**src/rtl/fetch_pkg.sv**
```systemverilog
// fetch_pkg: shared types and constants for the instruction prefetch stage.
//   fetch_state_t : prefetch FSM encoding (idle / request outstanding / stale request)
//   fetch_entry_t : one buffered instruction together with its fetch address
//   PC_STEP       : byte increment between sequential fetches
//   INST_NOP      : value presented on the instruction output when nothing is valid
package fetch_pkg;

  typedef enum logic [1:0] {
    FetchIdle    = 2'd0,
    FetchReq     = 2'd1,
    FetchDiscard = 2'd2
  } fetch_state_t;

  localparam logic [31:0] PC_STEP  = 32'd4;
  localparam logic [31:0] INST_NOP = 32'h0000_0000;

  typedef struct packed {
    logic [31:0] pc;
    logic [31:0] inst;
  } fetch_entry_t;

endpackage

```
**src/rtl/fetch_prefetch_if.sv**
```systemverilog
// fetch_prefetch_if: bundles the instruction-memory handshake, the execute redirect and the
// decode handshake of the prefetch stage.
//   master : the prefetch stage (drives imem_req/imem_addr and the inst_* outputs)
//   slave  : the surroundings (memory, execute, decode)
interface fetch_prefetch_if;

  logic        imem_req;
  logic [31:0] imem_addr;
  logic        imem_ack;
  logic [31:0] imem_rdata;

  logic        redirect;
  logic [31:0] redirect_pc;

  logic        inst_valid;
  logic [31:0] inst;
  logic [31:0] inst_pc;
  logic        inst_ready;

  modport master (
    output imem_req, imem_addr, inst_valid, inst, inst_pc,
    input  imem_ack, imem_rdata, redirect, redirect_pc, inst_ready
  );

  modport slave (
    input  imem_req, imem_addr, inst_valid, inst, inst_pc,
    output imem_ack, imem_rdata, redirect, redirect_pc, inst_ready
  );

endinterface

```
**src/rtl/fetch_fifo.sv**
```systemverilog
// fetch_fifo: synchronous FIFO of fetch_entry_t.
//   clk, rst      : clock, synchronous active-low reset
//   flush_i       : empties the FIFO; dominates push_i/pop_i
//   push_i        : write push_data_i (ignored when full unless popping the same cycle)
//   pop_i         : drop the head entry (ignored when empty)
//   head_o        : current head entry (meaningless when empty_o)
//   count_o       : number of stored entries
//   full_o/empty_o: occupancy flags
module fetch_fifo
  import fetch_pkg::*;
#(
  parameter int unsigned DEPTH = 4
) (
  input  logic                     clk,
  input  logic                     rst,
  input  logic                     flush_i,
  input  logic                     push_i,
  input  fetch_entry_t             push_data_i,
  input  logic                     pop_i,
  output fetch_entry_t             head_o,
  output logic [$clog2(DEPTH):0]   count_o,
  output logic                     full_o,
  output logic                     empty_o
);

  localparam int unsigned PtrW = $clog2(DEPTH);
  localparam int unsigned CntW = PtrW + 1;

  logic [PtrW-1:0] wptr_q, rptr_q;
  logic [CntW-1:0] count_q;
  fetch_entry_t    mem_q [DEPTH];
  logic            do_push, do_pop;

  assign full_o  = (count_q == CntW'(DEPTH));
  assign empty_o = (count_q == '0);
  assign count_o = count_q;
  assign head_o  = mem_q[rptr_q];

  assign do_pop  = pop_i & ~empty_o;
  // A full FIFO can still take a push when the head leaves in the same cycle.
  assign do_push = push_i & (~full_o | do_pop);

  always_ff @(posedge clk) begin
    if (!rst || flush_i) begin
      wptr_q  <= '0;
      rptr_q  <= '0;
      count_q <= '0;
    end else begin
      wptr_q  <= wptr_q + PtrW'(do_push);
      rptr_q  <= rptr_q + PtrW'(do_pop);
      count_q <= count_q + CntW'(do_push) - CntW'(do_pop);
    end
  end

  // Storage needs no reset: contents are only observed through count_q.
  always_ff @(posedge clk) begin
    if (do_push && !flush_i) begin
      mem_q[wptr_q] <= push_data_i;
    end
  end

endmodule

```
**src/rtl/fetch_prefetch.sv**
```systemverilog
// fetch_prefetch: instruction prefetch stage in front of decode.
// Owns the PC, keeps at most one instruction-memory request outstanding, buffers returned
// words in fetch_fifo and hands them to decode with a valid/ready handshake. A redirect from
// execute flushes buffered words and turns an outstanding request into a stale one whose
// response is dropped.
//   clk, rst : clock, synchronous active-low reset
//   bus      : fetch_prefetch_if.master (imem_*, redirect*, inst_*)
// Build option: FETCH_BYPASS_EN -- when the FIFO is empty, a response is forwarded to decode
// in the cycle it arrives, and is not buffered if decode takes it immediately.
module fetch_prefetch
  import fetch_pkg::*;
#(
  parameter int unsigned DEPTH    = 4,
  parameter logic [31:0] RESET_PC = 32'h0
) (
  input  logic              clk,
  input  logic              rst,
  fetch_prefetch_if.master  bus
);

  localparam int unsigned CntW = $clog2(DEPTH) + 1;
  localparam logic [CntW:0] DepthExt = (CntW + 1)'(DEPTH);

  localparam logic [1:0] IDLE    = FetchIdle;
  localparam logic [1:0] REQ     = FetchReq;
  localparam logic [1:0] DISCARD = FetchDiscard;

  logic [1:0]      state_q, state_d;
  logic [31:0]     pc_q, pc_d;
  logic [31:0]     stale_q, stale_d;

  logic            ack;
  logic            bypass;
  logic            fifo_push, fifo_pop, fifo_full, fifo_empty;
  fetch_entry_t    fifo_head, push_entry;
  logic [CntW-1:0] fifo_count;
  logic [CntW:0]   count_after;
  logic            unused_rpc;

  assign unused_rpc = ^bus.redirect_pc[1:0];

  // Request is a pure function of state, so it is low in reset and one cycle after release.
  assign bus.imem_req  = (state_q != IDLE);
  // While draining a stale request the old address must stay on the bus.
  assign bus.imem_addr = (state_q == DISCARD) ? stale_q : pc_q;

  assign ack        = bus.imem_ack & bus.imem_req;
  assign push_entry = '{pc: pc_q, inst: bus.imem_rdata};

`ifdef FETCH_BYPASS_EN
  assign bypass = fifo_empty & ~bus.redirect & ack & (state_q == REQ);
`else
  assign bypass = 1'b0;
`endif

  // Only the FIFO head can be popped; a bypassed word is consumed by not pushing it.
  assign fifo_pop  = ~fifo_empty & bus.inst_ready & ~bus.redirect;
  assign fifo_push = ack & (state_q == REQ) & ~bus.redirect & ~(bypass & bus.inst_ready);

  assign count_after = {1'b0, fifo_count} + (CntW + 1)'(fifo_push) - (CntW + 1)'(fifo_pop);

  always_comb begin
    if (bypass) begin
      bus.inst_valid = 1'b1;
      bus.inst       = bus.imem_rdata;
      bus.inst_pc    = pc_q;
    end else if (!fifo_empty) begin
      bus.inst_valid = 1'b1;
      bus.inst       = fifo_head.inst;
      bus.inst_pc    = fifo_head.pc;
    end else begin
      bus.inst_valid = 1'b0;
      bus.inst       = INST_NOP;
      bus.inst_pc    = 32'h0;
    end
  end

  always_comb begin
    state_d = state_q;
    pc_d    = pc_q;
    stale_d = stale_q;
    if (bus.redirect) begin
      pc_d = {bus.redirect_pc[31:2], 2'b00};
      case (state_q)
        REQ: begin
          if (ack) begin
            state_d = IDLE;
          end else begin
            state_d = DISCARD;
            stale_d = pc_q;
          end
        end
        DISCARD: begin
          if (ack) state_d = IDLE;
        end
        default: state_d = IDLE;
      endcase
    end else begin
      case (state_q)
        IDLE: begin
          if (!fifo_full) state_d = REQ;
        end
        REQ: begin
          if (ack) begin
            pc_d    = pc_q + PC_STEP;
            state_d = (count_after < DepthExt) ? REQ : IDLE;
          end
        end
        DISCARD: begin
          if (ack) state_d = IDLE;
        end
        default: state_d = IDLE;
      endcase
    end
  end

  always_ff @(posedge clk) begin
    if (!rst) begin
      state_q <= IDLE;
      pc_q    <= RESET_PC;
      stale_q <= RESET_PC;
    end else begin
      state_q <= state_d;
      pc_q    <= pc_d;
      stale_q <= stale_d;
    end
  end

  fetch_fifo #(
    .DEPTH (DEPTH)
  ) u_fifo (
    .clk         (clk),
    .rst         (rst),
    .flush_i     (bus.redirect),
    .push_i      (fifo_push),
    .push_data_i (push_entry),
    .pop_i       (fifo_pop),
    .head_o      (fifo_head),
    .count_o     (fifo_count),
    .full_o      (fifo_full),
    .empty_o     (fifo_empty)
  );

endmodule
```
**src/flat_wrapper.sv**
```systemverilog
// flat-port wrapper written by rule: the top's interface ports become plain ports
module fetch_prefetch_flat import fetch_pkg::*;
#(
  parameter int unsigned DEPTH    = 4,
  parameter logic [31:0] RESET_PC = 32'h0
)
  (clk, rst, bus_imem_req, bus_imem_addr, bus_inst_valid, bus_inst, bus_inst_pc, bus_imem_ack, bus_imem_rdata, bus_redirect, bus_redirect_pc, bus_inst_ready);
  fetch_prefetch_if bus_i ();
  input  logic clk;
  input  logic rst;
  output wire logic [$bits(bus_i.imem_req)-1:0] bus_imem_req;
  output wire logic [$bits(bus_i.imem_addr)-1:0] bus_imem_addr;
  output wire logic [$bits(bus_i.inst_valid)-1:0] bus_inst_valid;
  output wire logic [$bits(bus_i.inst)-1:0] bus_inst;
  output wire logic [$bits(bus_i.inst_pc)-1:0] bus_inst_pc;
  input wire logic [$bits(bus_i.imem_ack)-1:0] bus_imem_ack;
  input wire logic [$bits(bus_i.imem_rdata)-1:0] bus_imem_rdata;
  input wire logic [$bits(bus_i.redirect)-1:0] bus_redirect;
  input wire logic [$bits(bus_i.redirect_pc)-1:0] bus_redirect_pc;
  input wire logic [$bits(bus_i.inst_ready)-1:0] bus_inst_ready;
  assign bus_imem_req = bus_i.imem_req;
  assign bus_imem_addr = bus_i.imem_addr;
  assign bus_inst_valid = bus_i.inst_valid;
  assign bus_inst = bus_i.inst;
  assign bus_inst_pc = bus_i.inst_pc;
  assign bus_i.imem_ack = bus_imem_ack;
  assign bus_i.imem_rdata = bus_imem_rdata;
  assign bus_i.redirect = bus_redirect;
  assign bus_i.redirect_pc = bus_redirect_pc;
  assign bus_i.inst_ready = bus_inst_ready;
  fetch_prefetch #(.DEPTH(DEPTH), .RESET_PC(RESET_PC)) u_core (.clk(clk), .rst(rst), .bus(bus_i));
endmodule
```
**config.mk**
```make
export PLATFORM = sky130hd
export DESIGN_NAME = fetch_prefetch_flat
export DESIGN_NICKNAME = d
export VERILOG_FILES = /design/src/rtl/fetch_pkg.sv /design/src/rtl/fetch_prefetch_if.sv /design/src/rtl/fetch_fifo.sv /design/src/rtl/fetch_prefetch.sv /design/src/flat_wrapper.sv
export SDC_FILE = /design/constraint.sdc
export NUM_CORES = 1
export LEC_CHECK = 0
export CORE_MARGIN = 2
export CORE_UTILIZATION = 60
export CTS_BUF_LIST = sky130_fd_sc_hd__clkbuf_4 sky130_fd_sc_hd__clkbuf_8 sky130_fd_sc_hd__clkbuf_16
export CTS_CLUSTER_SIZE = 30
export DETAILED_ROUTE_END_ITERATION = 7
export PLACE_DENSITY = 0.86
export SETUP_SLACK_MARGIN = 0.15
export SYNTH_ARGS = -nofsm -noshare
export SYNTH_HDL_FRONTEND = slang
export SYNTH_SLANG_ARGS = --single-unit
```
**constraint.sdc**
```tcl
create_clock -name clk -period 13.9 [get_ports clk]
set_input_delay 2.78 -clock clk [delete_from_list [all_inputs] [get_ports clk]]
set_output_delay 2.78 -clock clk [all_outputs]
set_load 0.05 [all_outputs]
```
# Word-level counts from Yosys, hierarchy flattened

Memory sizes are Yosys's and may differ from the RTL's. A register that Yosys moved wholly into a read port is not among the register bits.
Index checks and enable logic that the tools add are counted.

Bits of input ports: 69
Register bits after elaboration: 73
Memories kept: 1
Memory bits (writable): 256

Memory list:

| name                | words | width | read ports | clocked after Yosys merged registers in | write ports | line             | source |
|---|---|---|---|---|---|---|---|
| u_core.u_fifo.mem_q | 4     | 64    | 1          | 1                                       | 1           | fetch_fifo.sv:31 | `fetch_entry_t mem_q [DEPTH];` |

Multiplexer cells: 18
Add/sub/neg operators: 7
Magnitude comparators: 1
Equal/unequal tests: 5
Bitwise operators: 13
Reduce and logical (&&, ||, !) cells: 14

Operators with widths:

| cell                                                   | number |
|---|---|
| 2-to-1 mux 32 bit                                      | 6 |
| adder 32 x 3 -> 32 bit (second input constant)         | 1 |
| 2-to-1 mux 2 bit                                       | 6 |
| bitwise AND 1 bit                                      | 7 |
| one-hot mux 2 bit (3 select lines)                     | 1 |
| AND reduction 2 bit                                    | 3 |
| nonzero test 2 bit                                     | 3 |
| inverter 1 bit                                         | 5 |
| adder 2 x 1 -> 2 bit                                   | 2 |
| adder 3 x 1 -> 4 bit                                   | 1 |
| < comparator 4 x 3 -> 1 bit (second input constant)    | 1 |
| 2-to-1 mux 1 bit                                       | 4 |
| one-hot mux 2 bit (2 select lines)                     | 1 |
| subtractor 4 x 1 -> 4 bit                              | 1 |
| adder 3 x 1 -> 3 bit                                   | 1 |
| equality test 3 bit (second input constant)            | 1 |
| logical NOT 3 bit                                      | 1 |
| inequality test 3 x 2 -> 1 bit (second input constant) | 1 |
| inequality test 3 bit (second input constant)          | 1 |
| AND reduction 3 bit                                    | 1 |
| subtractor 3 x 1 -> 3 bit                              | 1 |
| equality test 2 x 1 -> 1 bit (second input constant)   | 1 |
| equality test 2 bit (second input constant)            | 1 |
| logical NOT 1 bit                                      | 2 |
| other kinds (5)                                        | 5 |

# Longest topological paths before layout

Word-level depth: 11
Gate-level depth with buffers: 12

# Hierarchy

Synthesis repeated with hierarchy kept, for this count alone.

Cell total of the unflattened synthesis: 862
Area total of the unflattened synthesis: 13651.8 µm²

Modules (own cells, without submodules):

| module         | area an instance (µm²) | seq. area each (µm²) | instances | cells each |
|---|---|---|---|---|
| fetch_fifo     | 9723.1                 | 7827.5               | 1         | 374 |
| fetch_prefetch | 3928.8                 | 1241.2               | 1         | 488 |

# Least setup slack after synthesis

Ideal clock, no wire load.

Path type: input to register
From: input bus_redirect
To: memory u_core.u_fifo.mem_q[0][0] in the netlist's numbering (enable)
Arrival time: 8.020 ns
Slack: 5.309 ns
Required time: 13.329 ns
Stages on the path: 5
Setup time: 0.571 ns
Cell sequence: inv_1 -> clkbuf_1 -> nand2_1 -> a31oi_1 -> nor3b_1

Longest elaborated chain between the ends: 8

Ends and longest elaborated chain:

| what                                     | line                                       | source |
|---|---|---|
| start, declared                          | flat_wrapper.sv:18                         | `input wire logic [$bits(bus_i.redirect)-1:0] bus_redirect;` |
| inverter 1 bit                           | fetch_prefetch.sv:57, fetch_prefetch.sv:58 |  |
| bitwise AND 1 bit                        | fetch_prefetch.sv:57                       | `assign fifo_pop = ~fifo_empty & bus.inst_ready & ~bus.redirect;` |
| bitwise AND 1 bit                        | fetch_fifo.sv:39                           | `assign do_pop = pop_i & ~empty_o;` |
| OR 1 bit                                 | fetch_fifo.sv:41                           | `assign do_push = push_i & (~full_o \| do_pop);` |
| bitwise AND 1 bit                        | fetch_fifo.sv:41                           |  |
| logical AND 1 bit *                      | fetch_fifo.sv:57                           | `if (do_push && !flush_i) begin` |
| 2-to-1 mux 1 bit *                       | fetch_fifo.sv:57                           |  |
| 2-to-1 mux 1 bit (not written as such) * | fetch_fifo.sv:58                           | `mem_q[wptr_q] <= push_data_i;` |
| end, declared                            | fetch_fifo.sv:31                           |  |

Every way passes the cells marked *; elsewhere a longest branch is shown, timed or not.

==> results.yml <==
timing:
  setup_viol: 0
  maxSlewHeadroom: 0.291
  rsz0062_at_grt: "false"
  setup_tns_ns: 0
  fin_crit_sh: 0.446
  slew_violations: 0
  min_period_ns: 6.20
  clock-skew-final_ns: 0.0113
  tightest_slew_ns: 1.06
  hold_violations: 0
  max_clock_freq_mhz: 161
  worst_slack_ns: 7.70
flow_run:
  drv_cap: 0
worst_hold_path:
  hold_class: "flip-flop to flip-flop"
  hold_path_end: "u_core.stale_q[16]"
  holdPathStages: 2
  holdCritStartpoint: "u_core.stale_q[16]"
die:
  die_area_mm2: 0.0230
  core-area_mm2: 0.0212
  die_h_um: 152
  ios: 167
  start_util: 0.616
  num_rows: 53
  die_x_um: 152
global_routing:
  overflow: 0
  antenna_found_initial: 0
  grt_max_degree: 66
  grt_pass1_vias: 7496
  grt_first_pass_wirelength_um: 40200
  track_usage: 0.229
worst_setup_path:
  worst_setup_path_end_kind: "primary output"
  cpMaxStageDelayCell: "buf_4"
  critical_path_required_ns: 11.12
  reg2reg_from: "u_core.state_q[0]"
  critPathArrivalTime_ns: 3.42
  path_cells: "buf_4 -> mux4_2 -> nor2b_1 -> clkdlybuf4s50_1"
  max_stage_delay_ns: 0.84
  critPathKind: "flip-flop to primary output"
  crit_buf_inv: 2
  startpoint_type: "flip-flop"
  cpLargestDelayFamily: "buffers and inverters"
  rr_endpoint: "u_core.u_fifo.mem_q[1][26]"
  r2r_slack_ns: 10.55
  worst-r2r-cell-count: 8
  cp_max_fo: 54
synthesis:
  synth_edf_count: 248
  yosys.cell_count.top_type: "edfxtp_1"
  synthCells: 839
  synth_top_cell_area_share: 0.570
  synth_area_mm2: 0.0131
  ys_async_sr_fraction: 0
  yosysSeqAreaShare: 0.676
  yosys-top-cells-area: "edfxtp_1 57%, mux4_2 11%, dfxtp_1 11%"
  syn_area_per_cell_um2: 15.6
  synth_top_cell_by_area: "edfxtp_1"
  ys_types: 48
  yosysWarnings: 0
  synth_commonest_cells: "248 x edfxtp_1, 82 x nand2_1, 69 x dfxtp_1"
  ys_dominant_reg_cell: "edfxtp_1"
  synth-seq-cells: 317
power:
  p_per_area_mw_per_mm2: 125
  irDropWorstVdd_v: 0.0000887
  p_leak_nw: 5.13
  power_mw: 1.99
cells_and_area:
  final.fill_count: 1293
  nNetsFinal: 1075
  antennaDiodeCount: 0
  drive_above_1_share: 0.168
  area_growth_pct: 22.3
  final_util: 0.753
  stdcell_count: 1293
detailed_routing:
  ant_nets: 0
  drt_wl_total_um: 25900
  vias_per_cell: 5.72
  first_iter_violations: 455
  dr_total_vias: 7394
  wl_per_cell_um: 20.1
  dr.pass1.iters: 5
  drc: 0
clock_tree:
  clock_latency_ns: 0.54
  cts_buffers: 31
  cts_tree: "done"
  root_buffer: "clkbuf_16"
  clk_path_buf_depth: 3
  hold_buffers: 0
  cts-htree-levels: 1
  cts_setup_buffers: 0
  cts_resized: 0
  cts.sinks: 317
  cts.clk_slew.worst_paths_ns: 0.06
place:
  port_buffers: 160
  hpwl_um: 15700
  place_inst: 1236
  dpl_worst_slack_ns: 7.83
  gp_congestion: 0.879
outcome:
  status: "finished clean"
-- state kept, by name, summed over array words and instances, names as in the netlist --
name / cells
u_core.pc_q: 30
u_core.stale_q: 30
u_core.state_q: 2
u_core.u_fifo.count_o: 3
u_core.u_fifo.mem_q: 248
u_core.u_fifo.rptr_q: 2
u_core.u_fifo.wptr_q: 2
-- cell type report --
class,count,area [µm²],area share
Clock buffer,43,897,0.0562
Clock inverter,14,160,0.0100
Inverter,12,45.0,0.00282
Multi-Input combinational cell,461,4010,0.251
Sequential cell,317,8840,0.553
Tap cell,275,344,0.0215
Timing Repair Buffer,171,1680,0.105
-- per-layer routing --
metal  vias up  wire, µm  GRT usage  part of all wire
li1       3477         -          -                 -
met1      3616     11000      0.317              0.43
met2       265     12700      0.386              0.49
met3        36      1810     0.0356             0.070
met4         0       436     0.0560             0.017
met5         -         0          0                 0
-- kinds of logic after synthesis --
family          after synthesis  synth area share
compound gates               95            0.0441
xor+xnor                     32            0.0214
fa+ha+maj                    12            0.0121
buf+inv                      64            0.0203
flops                       317             0.676
mux                          92             0.133
other cells                   1          0.000287
simple gates                226            0.0936
-- per-stage QoR --
step / instance area, µm² / hold WS, ns
6_report: 16000 / 0.451
5_1_grt: 16000 / 0.468
4_1_cts: 16000 / 0.453
3_5_place_dp: 14900 / 0.443
3_3_place_gp: 14900 / 0.437
2_1_floorplan: 13100 / 0.432
-- report_power, final --
part	total (mW)	internal (mW)	switching, mW
registers	1.05	1.03	0.0180
logic	0.104	0.0449	0.0594
clock network	0.838	0.507	0.331
-- worst reg2reg max path, cell delays in order (launching register included) --
cell and delay [ns]:
dfxtp_1 0.36, inv_1 0.09, ha_1 0.26, and3b_1 0.40, nand2_1 0.13, a31oi_1 0.34, nand2_1 0.17, nor2_4 0.62
buf_4 0.60
-- cells in the final DEF (no fill, tap or decap), types with 5 or more instances in the layout --
cell and n:
nand4_1 11, dfxtp_1 67, nor3_1 5, xor2_1 19, ha_1 11, mux2_2 29
inv_1 12, a21oi_1 24, clkbuf_4 7, nand2_1 82, clkinv_2 5, clkbuf_16 31
a21boi_1 29, o21ai_0 29, and2_1 10, nor2_1 9, xnor2_1 13, mux4_2 62
clkdlybuf4s50_1 160, buf_4 11, and3_1 8, edfxtp_1 248, clkbuf_8 5, nand3_1 14
nor2b_1 64
-- how the worst max path moves through the flow --
stage	startpoint	cells past startpoint	slack, ns	end
final	u_core.u_fifo.rptr_q[0]	4	7.70	bus_inst[20]
after global routing	u_core.u_fifo.rptr_q[0]	4	7.46	bus_inst[20]
after CTS	u_core.u_fifo.rptr_q[0]	4	7.60	bus_inst[20]
after detailed placement	bus_redirect	7	7.83	u_core.u_fifo.mem_q[1][27]
after global placement	bus_redirect	7	7.82	u_core.u_fifo.mem_q[1][48]
after floorplan	bus_redirect	5	5.31	u_core.u_fifo.mem_q[0][0]
(Power assumes the default switching activity.)
